==> config.mk <==
export PLATFORM = sky130hd
export DESIGN_NAME = dir_input_ctrl
export DESIGN_NICKNAME = d
export VERILOG_FILES = /design/src/rtl/dir_input_ctrl.sv
export SDC_FILE = /design/constraint.sdc
export NUM_CORES = 1
export LEC_CHECK = 0
export BUFFER_PORTS_ARGS = -buffer_cell sky130_fd_sc_hd__buf_2
export CAP_MARGIN = 0
export CORE_ASPECT_RATIO = 1.2
export CORE_MARGIN = 2
export CORE_UTILIZATION = 35
export CTS_BUF_LIST = sky130_fd_sc_hd__clkbuf_4
export DETAILED_ROUTE_END_ITERATION = 12
export SETUP_SLACK_MARGIN = 0.3
export SLEW_MARGIN = 20
export SYNTH_ARGS = -nofsm -noshare
export SYNTH_HDL_FRONTEND = slang
export SYNTH_SLANG_ARGS = --single-unit
==> constraint.sdc <==
create_clock -name clk -period 1.9 [get_ports clk]
set_input_delay 0.095 -clock clk [delete_from_list [all_inputs] [get_ports clk]]
set_output_delay 0.095 -clock clk [all_outputs]
set_load 0.03 [all_outputs]
==> src/rtl/dir_input_ctrl.sv <==
// Four-button direction input: per-button sync + debounce, press-edge detect,
// priority encode, and a single-entry valid/ready hold stage with a move counter.
module dir_input_ctrl #(
  parameter int unsigned DB_CYCLES = 4
) (
  input  logic        clk,
  input  logic        rst,
  input  logic        up,
  input  logic        down,
  input  logic        right,
  input  logic        left,
  input  logic        dir_ready,
  output logic [2:0]  dir,
  output logic        dir_valid,
  output logic [15:0] moves
);

  localparam int unsigned NB = 4;
  localparam int unsigned CW = $clog2(DB_CYCLES + 1);

  typedef enum logic {IDLE, HOLD} state_t;

  logic [NB-1:0] raw;
  logic [NB-1:0] s1;
  logic [NB-1:0] s2;
  logic [NB-1:0] db;
  logic [NB-1:0] db_prev;
  logic [CW-1:0] cnt [NB];
  logic [NB-1:0] press;
  logic [2:0]    win_code;

  state_t      state;
  state_t      state_n;
  logic [2:0]  dir_n;
  logic        valid_n;
  logic [15:0] moves_n;

  // Bit 0 is the highest-priority button.
  assign raw = {left, right, down, up};

  // Synchronizers and debounce: db follows s2 only after DB_CYCLES straight cycles of disagreement.
  always_ff @(posedge clk) begin
    if (rst) begin
      s1      <= '0;
      s2      <= '0;
      db      <= '0;
      db_prev <= '0;
      for (int b = 0; b < NB; b++) cnt[b] <= '0;
    end else begin
      s1      <= raw;
      s2      <= s1;
      db_prev <= db;
      for (int b = 0; b < NB; b++) begin
        if (s2[b] != db[b]) begin
          if (cnt[b] == CW'(DB_CYCLES - 1)) begin
            db[b]  <= s2[b];
            cnt[b] <= '0;
          end else begin
            cnt[b] <= cnt[b] + CW'(1);
          end
        end else begin
          cnt[b] <= '0;
        end
      end
    end
  end

  assign press = db & ~db_prev;

  always_comb begin
    win_code = 3'b000;
    if      (press[0]) win_code = 3'b001;
    else if (press[1]) win_code = 3'b010;
    else if (press[2]) win_code = 3'b011;
    else if (press[3]) win_code = 3'b100;
  end

  // Next-state and next-output logic; events seen while holding a move are dropped.
  always_comb begin
    state_n = state;
    dir_n   = dir;
    valid_n = dir_valid;
    moves_n = moves;
    case (state)
      IDLE: begin
        dir_n   = 3'b000;
        valid_n = 1'b0;
        if (|press) begin
          state_n = HOLD;
          dir_n   = win_code;
          valid_n = 1'b1;
        end
      end
      HOLD: begin
        if (dir_ready) begin
          state_n = IDLE;
          dir_n   = 3'b000;
          valid_n = 1'b0;
          moves_n = (moves == 16'hFFFF) ? moves : moves + 16'd1;
        end
      end
      default: begin
        state_n = IDLE;
        dir_n   = 3'b000;
        valid_n = 1'b0;
      end
    endcase
  end

  always_ff @(posedge clk) begin
    if (rst) begin
      state     <= IDLE;
      dir       <= 3'b000;
      dir_valid <= 1'b0;
      moves     <= 16'd0;
    end else begin
      state     <= state_n;
      dir       <= dir_n;
      dir_valid <= valid_n;
      moves     <= moves_n;
    end
  end

endmodule

==> results of run 1 <==
## power by group through the flow
stage / sequential (uW) / clock (uW) / combinational (uW)
global placement: 1110 / 0 / 74.5
floorplan: 1110 / 0 / 52.0
CTS: 1090 / 479 / 82.7
global route: 1090 / 521 / 96.1
finish: 1090 / 446 / 82.3
detailed placement: 1110 / 0 / 75.6
## cell families after synthesis
kind of cell / share of synthesized area
and+or+nand+nor: 0.2685
other: 0.001757
adders and majority gates: 0.05276
AOI/OAI and AO/OA: 0.08676
buffers and inverters: 0.02931
DFF: 0.5158
muxes: 0.02872
xor gates and xnor gates: 0.01641
## cell usage after synthesis, drive strengths merged, types with 5 or more instances
master	number	area share
or3	8	0.023
a21oi	12	0.028
mux2i	5	0.023
nand4	6	0.018
o21ai	5	0.012
inv	10	0.018
nor2	30	0.053
nand2b	8	0.023
nor3	6	0.014
edfxtp	12	0.17
ha	9	0.053
dfxtp	37	0.35
nand2	7	0.012
nor2b	16	0.047
nand3	8	0.021
or4	6	0.021
## worst max path at each step
stage	startpoint	end	depth (start not counted)
CTS	moves[1]	moves[12]	5
floorplan	moves[4]	moves[10]	4
global route	moves[0]	moves[12]	5
detailed placement	moves[1]	moves[10]	5
global placement	moves[4]	moves[10]	4
finish	moves[3]	moves[10]	4
## worst reg2reg max path: cells and delay by family, from the launching register on
family          cells  cell delay (ps)
compound gates      1              130
simple gates        2              680
flops               1              390
mux                 1              310
## layout make-up
| cell class | count | area (um^2) | share of cell area |
|---|---|---|---|
| sequential | 49 | 1140 | 0.4072 |
| multi-input combinational | 166 | 1122 | 0.4010 |
| timing repair buffer | 53 | 346.6 | 0.1238 |
| tap | 82 | 102.6 | 0.03666 |
| clock buffer | 5 | 37.54 | 0.01341 |
| inverter | 10 | 37.54 | 0.01341 |
| clock inverter | 3 | 12.51 | 0.004470 |
## flip-flops by register name, indices dropped and copies added, names as in the netlist
| signal | count |
|---|---|
| db | 4 |
| s2 | 4 |
| moves | 16 |
| s1 | 4 |
| cnt | 12 |
| state | 1 |
| dir | 3 |
| db_prev | 4 |
| dir_valid | 1 |
## per-stage QoR
| step | power (uW) | utilization | area [um^2] |
|---|---|---|---|
| floorplan | 1167 | - | 2245 |
| global placement | 1188 | 0.4168 | 2490 |
| detailed placement | 1190 | 0.4168 | 2490 |
| CTS | 1653 | 0.4445 | 2655 |
| global route | 1706 | 0.4686 | 2799 |
| finish | 1614 | 0.4686 | 2799 |
## what timing repair did
| item | CTS | global route |
|---|---|---|
| pin swaps | 0 | 6 |
| buffers inserted | 9 | 9 |
| hold buffers | 4 | 0 |
| endpoints found under the setup margin | 2 | 13 |
| gates cloned | 0 | 0 |
| endpoints found under the hold margin | 4 | 0 |
| resized for setup | 2 | 17 |
## routing by layer
metal / share of wire / GRT usage
met5: 0 / 0
met4: 0.013 / 0.04785
met3: 0.042 / 0.03495
met2: 0.51 / 0.2229
met1: 0.43 / 0.1548
==> qor.yml, run 1 <==
global_routing:
  grtUsageTotal: 0.1302
  antenna_found_initial: 0
  grt_max_degree: 29
  grt_pass1_wl_mm: 6.810
  grt_pass1_vias: 1596
  grt-ovfl-total: 0
drt:
  wl_per_cell_um: 11.62
  first_pass_iters: 4
  wirelength_mm: 4.276
  num_vias: 1767
  drtAntennaViolNets: 0
  drt_iter0_drc: 68
  vias_per_cell: 4.802
  drcViolationCount: 0
synth:
  syn-instance-count: 220
  ys_ff_latch: 49
  synth_flop_cell: "dfxtp_1"
  syn_area_per_cell_um2: 9.702
  synth-seq-area-share: 0.5158
  ys_async_sr_fraction: 0
  ys_types: 37
  synth_edf_count: 12
  synth_warnings: 0
  synth_area_um2: 2135
cells_and_area:
  nets: 301
  mostFrequentLayoutCells: "nor2_1 (30), buf_2 (26), dfxtp_1 (24), buf_4 (22), nor2b_1 (16)"
  num_antenna_cells: 0
  drive_gt1_frac: 0.2972
  fill_cells: 613
  final_cells: 368
  syn2layout_area_growth_pct: 31.13
  layout_commonest_cell: "nor2_1"
timing:
  fmax_mhz: 625.7
  setup_tns_ps: 0
  timing.hold.ws_ps: 144.7
  rsz0062_at_grt: "true"
  fin_worst_skew_ps: 9.340
  min_period_ps: 1598
  setup_viol: 0
  finalHoldViolCount: 0
  slew-limit-headroom: 0.6580
  tightest_slew_ps: 513.0
  maxSlewViolCount: 0
  period_share: 0.8412
  fin_ws_ps: 301.7
clock_network:
  cts_buffers: 5
  cts-root-buf: "clkbuf_4"
  cts_tree: "yes"
  cts_buffer_depth: 2
  clkTransAtPathRegs_ps: 140
  cts_sinks: 49
  htreeDepth: 2
  clk_latency_ps: 350
critical_path:
  slowest_delay_ps: 580
  end_kind: "flip-flop"
  worstPathRequired_ps: 2160
  worstPathArrival_ps: 1850
  crit_buf_inv: 0
  crit_slowest_cell: "or4_4"
  ff2ff_path_depth: 4
  path_delay_family: "simple AND/OR/NAND/NOR gates"
  crit_fanout: 6
  criticalPathCategory: "reg -> reg"
  r2r-end: "moves[10]"
  reg2reg_slack_ps: 300
  r2r-start: "moves[3]"
  crit_chain: "nand3_4, or4_4, a21oi_4, mux2_4"
  cp-start-kind: "flip-flop"
floorplan:
  io_pins: 27
  initial_core_util: 0.3574
  die-area_um2: 6742
  die_h_um: 89.55
  row_count: 31
  die_x_um: 75.29
  core-area_um2: 5973
placement:
  gp_congestion: 0.8854
  dp.cells: 338
  place_ws_ps: 255.3
  io_buffer_count: 26
  hpwl_mm: 2.851
pwr:
  combPwrFrac: 0.051
  p_per_area_nw_per_um2: 576.8
  netSwitchingPower_uw: 365.5
  ir_drop_uv: 502.4
  p_leak_uw: 0.001158
  pwr-share-clk: 0.276
  netSwitchingFraction: 0.2264
  internal_power_uw: 1249
  seqPwrFrac: 0.673
worst_hold_path:
  holdPathStages: 3
  hold_path.class: "in -> reg"
  min_to: "state"
  min-delay-start: "dir_ready"
flow_run:
  cap_viol_max_count: 0
run_status:
  status: "finished, final reports clean"
No activity file was read; power rests on OpenSTA's default activity.
==> run 2: changes to the inputs <==
==> constraint.sdc (replaced) <==
create_clock -name clk -period 1.65 [get_ports clk]
set_input_delay 0.0825 -clock clk [delete_from_list [all_inputs] [get_ports clk]]
set_output_delay 0.0825 -clock clk [all_outputs]
set_load 0.03 [all_outputs]
==> qor.yml, run 2 (same netlist as run 1, synthesis figures left out) <==
drt:
  vias_per_cell: 4.915  # +2.4%
  wirelength_mm: 4.528  # +5.9%
  drt_iter0_drc: 59  # -13%
  drtAntennaViolNets: 0  # unchanged
  drcViolationCount: 0  # unchanged
  wl_per_cell_um: 11.98  # +3.1%
  first_pass_iters: 4  # unchanged
  num_vias: 1858  # +5.1%
cells_and_area:
  final_cells: 378  # +2.7%
  layout_commonest_cell: "buf_4"
  nets: 311  # +3.3%
  fill_cells: 572  # -6.7%
  final_area_um2: 3015  # +7.7%
  drive_gt1_frac: 0.4291  # +0.1319
  largest_reg_flops: 16  # unchanged
  syn2layout_area_growth_pct: 41.27
  top_regs: "moves (16), cnt (12)"
  num_antenna_cells: 0  # unchanged
  top_register: "moves"
  mostFrequentLayoutCells: "buf_4 (31), buf_2 (26), dfxtp_1 (20), nor2_1 (18), nor2b_1 (16)"
pwr:
  p_per_area_nw_per_um2: 637.7  # +11%
  seqPwrFrac: 0.647  # -0.026
  internal_power_uw: 1492  # +19%
  ir_drop_uv: 537.4  # +7.0%
  p_leak_uw: 0.001187  # +2.5%
  netSwitchingPower_uw: 430.5  # +18%
  pwr-share-clk: 0.288  # +0.012
  p_total_uw: 1923  # +19%
  combPwrFrac: 0.065  # +0.014
  netSwitchingFraction: 0.2239  # -0.002496
timing:
  tightest_slew_ps: 615.0  # +102.0 ps
  slew-limit-headroom: 0.5900  # -0.06800
  min_period_ps: 1605  # +6.544 ps
  period_share: 0.9726  # +0.1314
  fmax_mhz: 623.1  # -0.41%
  setup_tns_ps: 0  # unchanged
  rsz0062_at_grt: "true"
  maxSlewViolCount: 0  # unchanged
  fin_worst_skew_ps: 10.58  # +1.237 ps
  finalHoldViolCount: 0  # unchanged
  setup_viol: 0  # unchanged
clock_network:
  clk_latency_ps: 350  # about the same
  cts_buffer_depth: 2  # unchanged
  clkTransAtPathRegs_ps: 140  # about the same
  cts_sinks: 49  # unchanged
  cts_buffers: 5  # unchanged
  cts-root-buf: "clkbuf_4"
  htreeDepth: 2  # unchanged
  cts_tree: "yes"
critical_path:
  end_kind: "flip-flop"
  worstPathRequired_ps: 1900  # -260 ps
  worstPathArrival_ps: 1860  # about the same
  criticalPathCategory: "reg -> reg"
  cp-start-kind: "flip-flop"
  crit_fanout: 6  # unchanged
  ff2ff_path_depth: 4  # unchanged
placement:
  io_buffer_count: 26  # unchanged
  gp_congestion: 0.9003  # +1.7%
  dp.cells: 345  # +2.1%
  placed_area_um2: 2614  # +5.0%
  hpwl_mm: 3.026  # +6.1%
global_routing:
  grt_pass1_vias: 1729  # +8.3%
  grtUsageTotal: 0.1423  # +0.01212
  grt-ovfl-total: 0  # unchanged
  antenna_found_initial: 0  # unchanged
  grt_pass1_wl_mm: 7.410  # +8.8%
  grt_max_degree: 33  # +14%
worst_hold_path:
  holdPathStages: 5  # +2
  hold_path.class: "in -> reg"
run_status:
  status: "finished, final reports clean"
floorplan:
  die-area_um2: 6742  # unchanged
  initial_core_util: 0.3574  # unchanged
  die_x_um: 75.29  # unchanged
  row_count: 31  # unchanged
  core-area_um2: 5973  # unchanged
  die_h_um: 89.55  # unchanged
  io_pins: 27  # unchanged
flow_run:
  cap_viol_max_count: 0  # unchanged
## run 2: final timing paths
check / startpoint / end / slack [ps]
min: dir_ready / moves[8] / 170
max: moves[3] / moves[10] / 50
max reg2reg: moves[3] / moves[10] / 50
min reg2reg: s1[2] / s2[2] / 460
## run 2: layer usage
layer  up-vias  wire length, um  GRT usage
met4         0               30    0.04466
met5         -                0          0
met1       897             1850     0.1524
li1        924                -          -
met3         4              201    0.04059
met2        33             2445     0.2648
## run 2: power by group through the flow
stage	registers [uW]	clock network [uW]	logic, uW
finish	1240	554	124
global route	1250	631	139
CTS	1250	589	119
detailed placement	1270	0	91.8
global placement	1270	0	90.3
floorplan	1280	0	62.9
## run 2: final cells by class
class                      count  area [um^2]  area share
clock inverter                 1        3.754    0.001245
clock buffer                   7        52.55     0.01743
multi-input combinational    166         1239      0.4108
tap                           82        102.6     0.03402
timing repair buffer          63        425.4      0.1411
sequential                    49         1155      0.3830
inverter                      10        37.54     0.01245
## run 2: through the flow
stage	util	setup WS, ps	hold WS, ps
2_1_floorplan	-	34.38	210.7
3_3_place_gp	0.4376	62.62	290.3
3_5_place_dp	0.4376	47.89	295.7
4_1_cts	0.4847	61.78	148.6
5_1_grt	0.5048	21.22	175.9
6_report	0.5048	45.18	171.6
## run 2: worst max-delay path, stage by stage, from the launching register on
cell and delay, ps:
dfxtp_4 390, nand3_4 100, or4_4 580, a21oi_4 140, mux2_4 300
## run 2: timing repair
action,in CTS,in global routing
resized for setup,19,22
pin swaps,19,8
setup endpoints to repair,27,28
endpoints found under the hold margin,4,0
hold buffers,4,0
setup buffers,14,6
cloned,1,0
==> run 3: changes to the inputs <==
--- a/config.mk
+++ b/config.mk
@@ -5,6 +5,7 @@
 export SDC_FILE = /design/constraint.sdc
 export NUM_CORES = 1
 export LEC_CHECK = 0
+export ABC_AREA = 1
 export BUFFER_PORTS_ARGS = -buffer_cell sky130_fd_sc_hd__buf_2
 export CAP_MARGIN = 0
 export CORE_ASPECT_RATIO = 1.2
==> qor.yml, run 3 <==
clock_network:
  cts_tree: "yes"
  clkTransAtPathRegs_ps: 170  # +30 ps
  cts_sinks: 49  # unchanged
  cts_buffer_depth: 2  # unchanged
  cts-root-buf: "clkbuf_4"
  clk_latency_ps: 370  # +20 ps
  htreeDepth: 2  # unchanged
  cts_buffers: 5  # unchanged
cells_and_area:
  top_regs: "moves (16), cnt (12)"
  fill_cells: 698  # +22%
  final_cells: 465  # +23%
  top_register: "moves"
  mostFrequentLayoutCells: "inv_1 (63), nand2_1 (53), nor2_1 (49), buf_2 (26), dfxtp_1 (22)"
  largest_reg_flops: 16  # unchanged
  num_antenna_cells: 0  # unchanged
  multi_input_area_um2: 1192  # -3.7%
  syn2layout_area_growth_pct: 29.47
  register_area_um2: 1125  # -2.6%
  layout_commonest_cell: "inv_1"
  drive_gt1_frac: 0.3148  # -0.1142
  nets: 393  # +26%
timing:
  rsz0062_at_grt: "true"
  min_period_ps: 1448  # -156.9 ps
  period_share: 0.8775  # -0.09509
  finalHoldViolCount: 0  # unchanged
  setup_tns_ps: 0  # unchanged
  timing.hold.ws_ps: 102.9  # -68.70 ps
  maxSlewViolCount: 0  # unchanged
  fin_worst_skew_ps: 29.95  # +19.37 ps
  setup_viol: 0  # unchanged
  fmax_mhz: 690.6  # +11%
floorplan:
  die_x_um: 79.85  # +6.0%
  io_pins: 27  # unchanged
  die_h_um: 95.02  # +6.1%
  initial_core_util: 0.3568  # -0.0005526
  row_count: 33  # +6.5%
  die-area_um2: 7586  # +13%
  core-area_um2: 6771  # +13%
pwr:
  p_per_area_nw_per_um2: 766.8  # +20%
  p_total_uw: 2399  # +25%
  ir_drop_uv: 332.2  # -38%
  p_leak_uw: 0.001500  # +26%
synth:
  synth-seq-area-share: 0.4557  # -0.06010
  synth_common_cells: "inv_1 (64), nand2_1 (56), nor2_1 (50)"
  synth_edf_count: 12  # unchanged
  netlist_top_cells_area: "dfxtp_1 (31%), edfxtp_1 (15%), inv_1 (9.9%)"
  syn_area_per_cell_um2: 7.646  # -21%
  yosysTopAreaCell: "dfxtp_1"
  synth_flop_cell: "dfxtp_1"
  ys_ff_latch: 49  # unchanged
  ys_async_sr_fraction: 0  # unchanged
  syn-instance-count: 316  # +44%
  synth_area_um2: 2416  # +13%
  ys_types: 27  # -27%
  post-synth-top-count-cell: "inv_1"
  synth_warnings: 0  # unchanged
  synth_top_area_frac: 0.3066  # -0.04043
global_routing:
  grt_pass1_wl_mm: 7.741  # +4.5%
  antenna_found_initial: 0  # unchanged
  grt-ovfl-total: 0  # unchanged
  grtUsageTotal: 0.1289  # -0.01341
  grt_pass1_vias: 1842  # +6.5%
  grt_max_degree: 18  # -45%
drt:
  wl_per_cell_um: 10.09  # -16%
  wirelength_mm: 4.693  # +3.6%
  vias_per_cell: 4.301  # -12%
  drcViolationCount: 0  # unchanged
  num_vias: 2000  # +7.6%
  first_pass_iters: 4  # unchanged
  drt_iter0_drc: 56  # -5.1%
  drtAntennaViolNets: 0  # unchanged
placement:
  gp_congestion: 0.8108  # -9.9%
  io_buffer_count: 26  # unchanged
  dp.cells: 437  # +27%
  hpwl_mm: 3.170  # +4.8%
critical_path:
  worstPathArrival_ps: 1750  # -110 ps
  worstPathRequired_ps: 1950  # +50 ps
  r2r-end: "moves[13]"
  crit_fanout: 6  # unchanged
  ff2ff_path_depth: 10  # +6
  reg2reg_slack_ps: 200  # +160 ps
  r2r-start: "moves[0]"
  cp-start-kind: "flip-flop"
  criticalPathCategory: "reg -> reg"
  end_kind: "flip-flop"
worst_hold_path:
  hold_path.class: "in -> reg"
  min-delay-start: "rst"
  min_to: "s1[3]"
  holdPathStages: 3  # -2
run_status:
  status: "finished, final reports clean"
flow_run:
  cap_viol_max_count: 0  # unchanged
run 3: layout make-up:
| class | count | share of cell area |
|---|---|---|
| clock inverter | 3 | 0.02200 |
| multi-input combinational | 206 | 0.3812 |
| tap | 87 | 0.03480 |
| clock buffer | 5 | 0.01200 |
| inverter | 66 | 0.08080 |
| timing repair buffer | 49 | 0.1096 |
| sequential | 49 | 0.3596 |
run 3: worst max-delay path: stages, from the launching register on:
cell,delay [ps]
dfxtp_4,390
ha_4,170
nand2_4,70
nor2_4,40
nand2_4,90
nor2_4,50
nor2_4,240
clkbuf_16,200
nand3_2,60
nand2_2,60
nor2_2,30
run 3: cells by family (layout without fill, tap and decap cells):
logic type,after synthesis,count (layout),synth area share
simple gates,155,156,0.3040
buf+inv,73,123,0.1217
flops,49,49,0.4557
compound gates,26,26,0.05956
fa+ha+maj,9,9,0.04661
xor+xnor,3,3,0.01088
other cells,1,12,0.001552
run 3: how the worst max path moves through the flow:
stage / startpoint / end / slack [ps] / cells after the start
after floorplan: moves[1] / moves[15] / 270 / 9
after global placement: moves[0] / moves[15] / 180 / 10
after detailed placement: moves[0] / moves[15] / 160 / 10
after CTS: moves[1] / moves[15] / 250 / 10
after global routing: moves[0] / moves[11] / 120 / 10
final: moves[0] / moves[13] / 200 / 10
run 3: per-stage QoR:
step	util	area, um^2	worst slack, ps
CTS	0.4399	2979	254.1
detailed placement	0.4069	2755	156.5
global placement	0.4069	2755	183.9
floorplan	-	2520	270.7
finish	0.4619	3128	202.1
global route	0.4619	3128	120.6
run 3: report_power, final:
| group | switching, uW | total [uW] | internal [uW] | leakage, uW |
|---|---|---|---|---|
| sequential | 26.4 | 1300 | 1270 | 0.000433 |
| combinational | 133 | 226 | 93.2 | 0.00101 |
| clock | 398 | 875 | 477 | 0.0000558 |
| total | 557 | 2400 | 1840 | 0.00150 |
run 3: what timing repair did:
action                                  in CTS  in global routing
endpoints found under the setup margin      25                 29
resized for setup                           10                 13
cloned                                       1                  1
setup buffers                                6                  8
hold buffers                                 4                  0
pin swaps                                    7                 15
hold endpoints to repair                     4                  0
run 3: metal layers:
| layer | up-vias | part of all wire | global-route usage |
|---|---|---|---|
| met5 | - | 0 | 0 |
| met4 | 0 | 0.011 | 0.04661 |
| met3 | 4 | 0.033 | 0.03030 |
| met2 | 25 | 0.52 | 0.2381 |
| met1 | 896 | 0.43 | 0.1435 |
| li1 | 1075 | - | - |
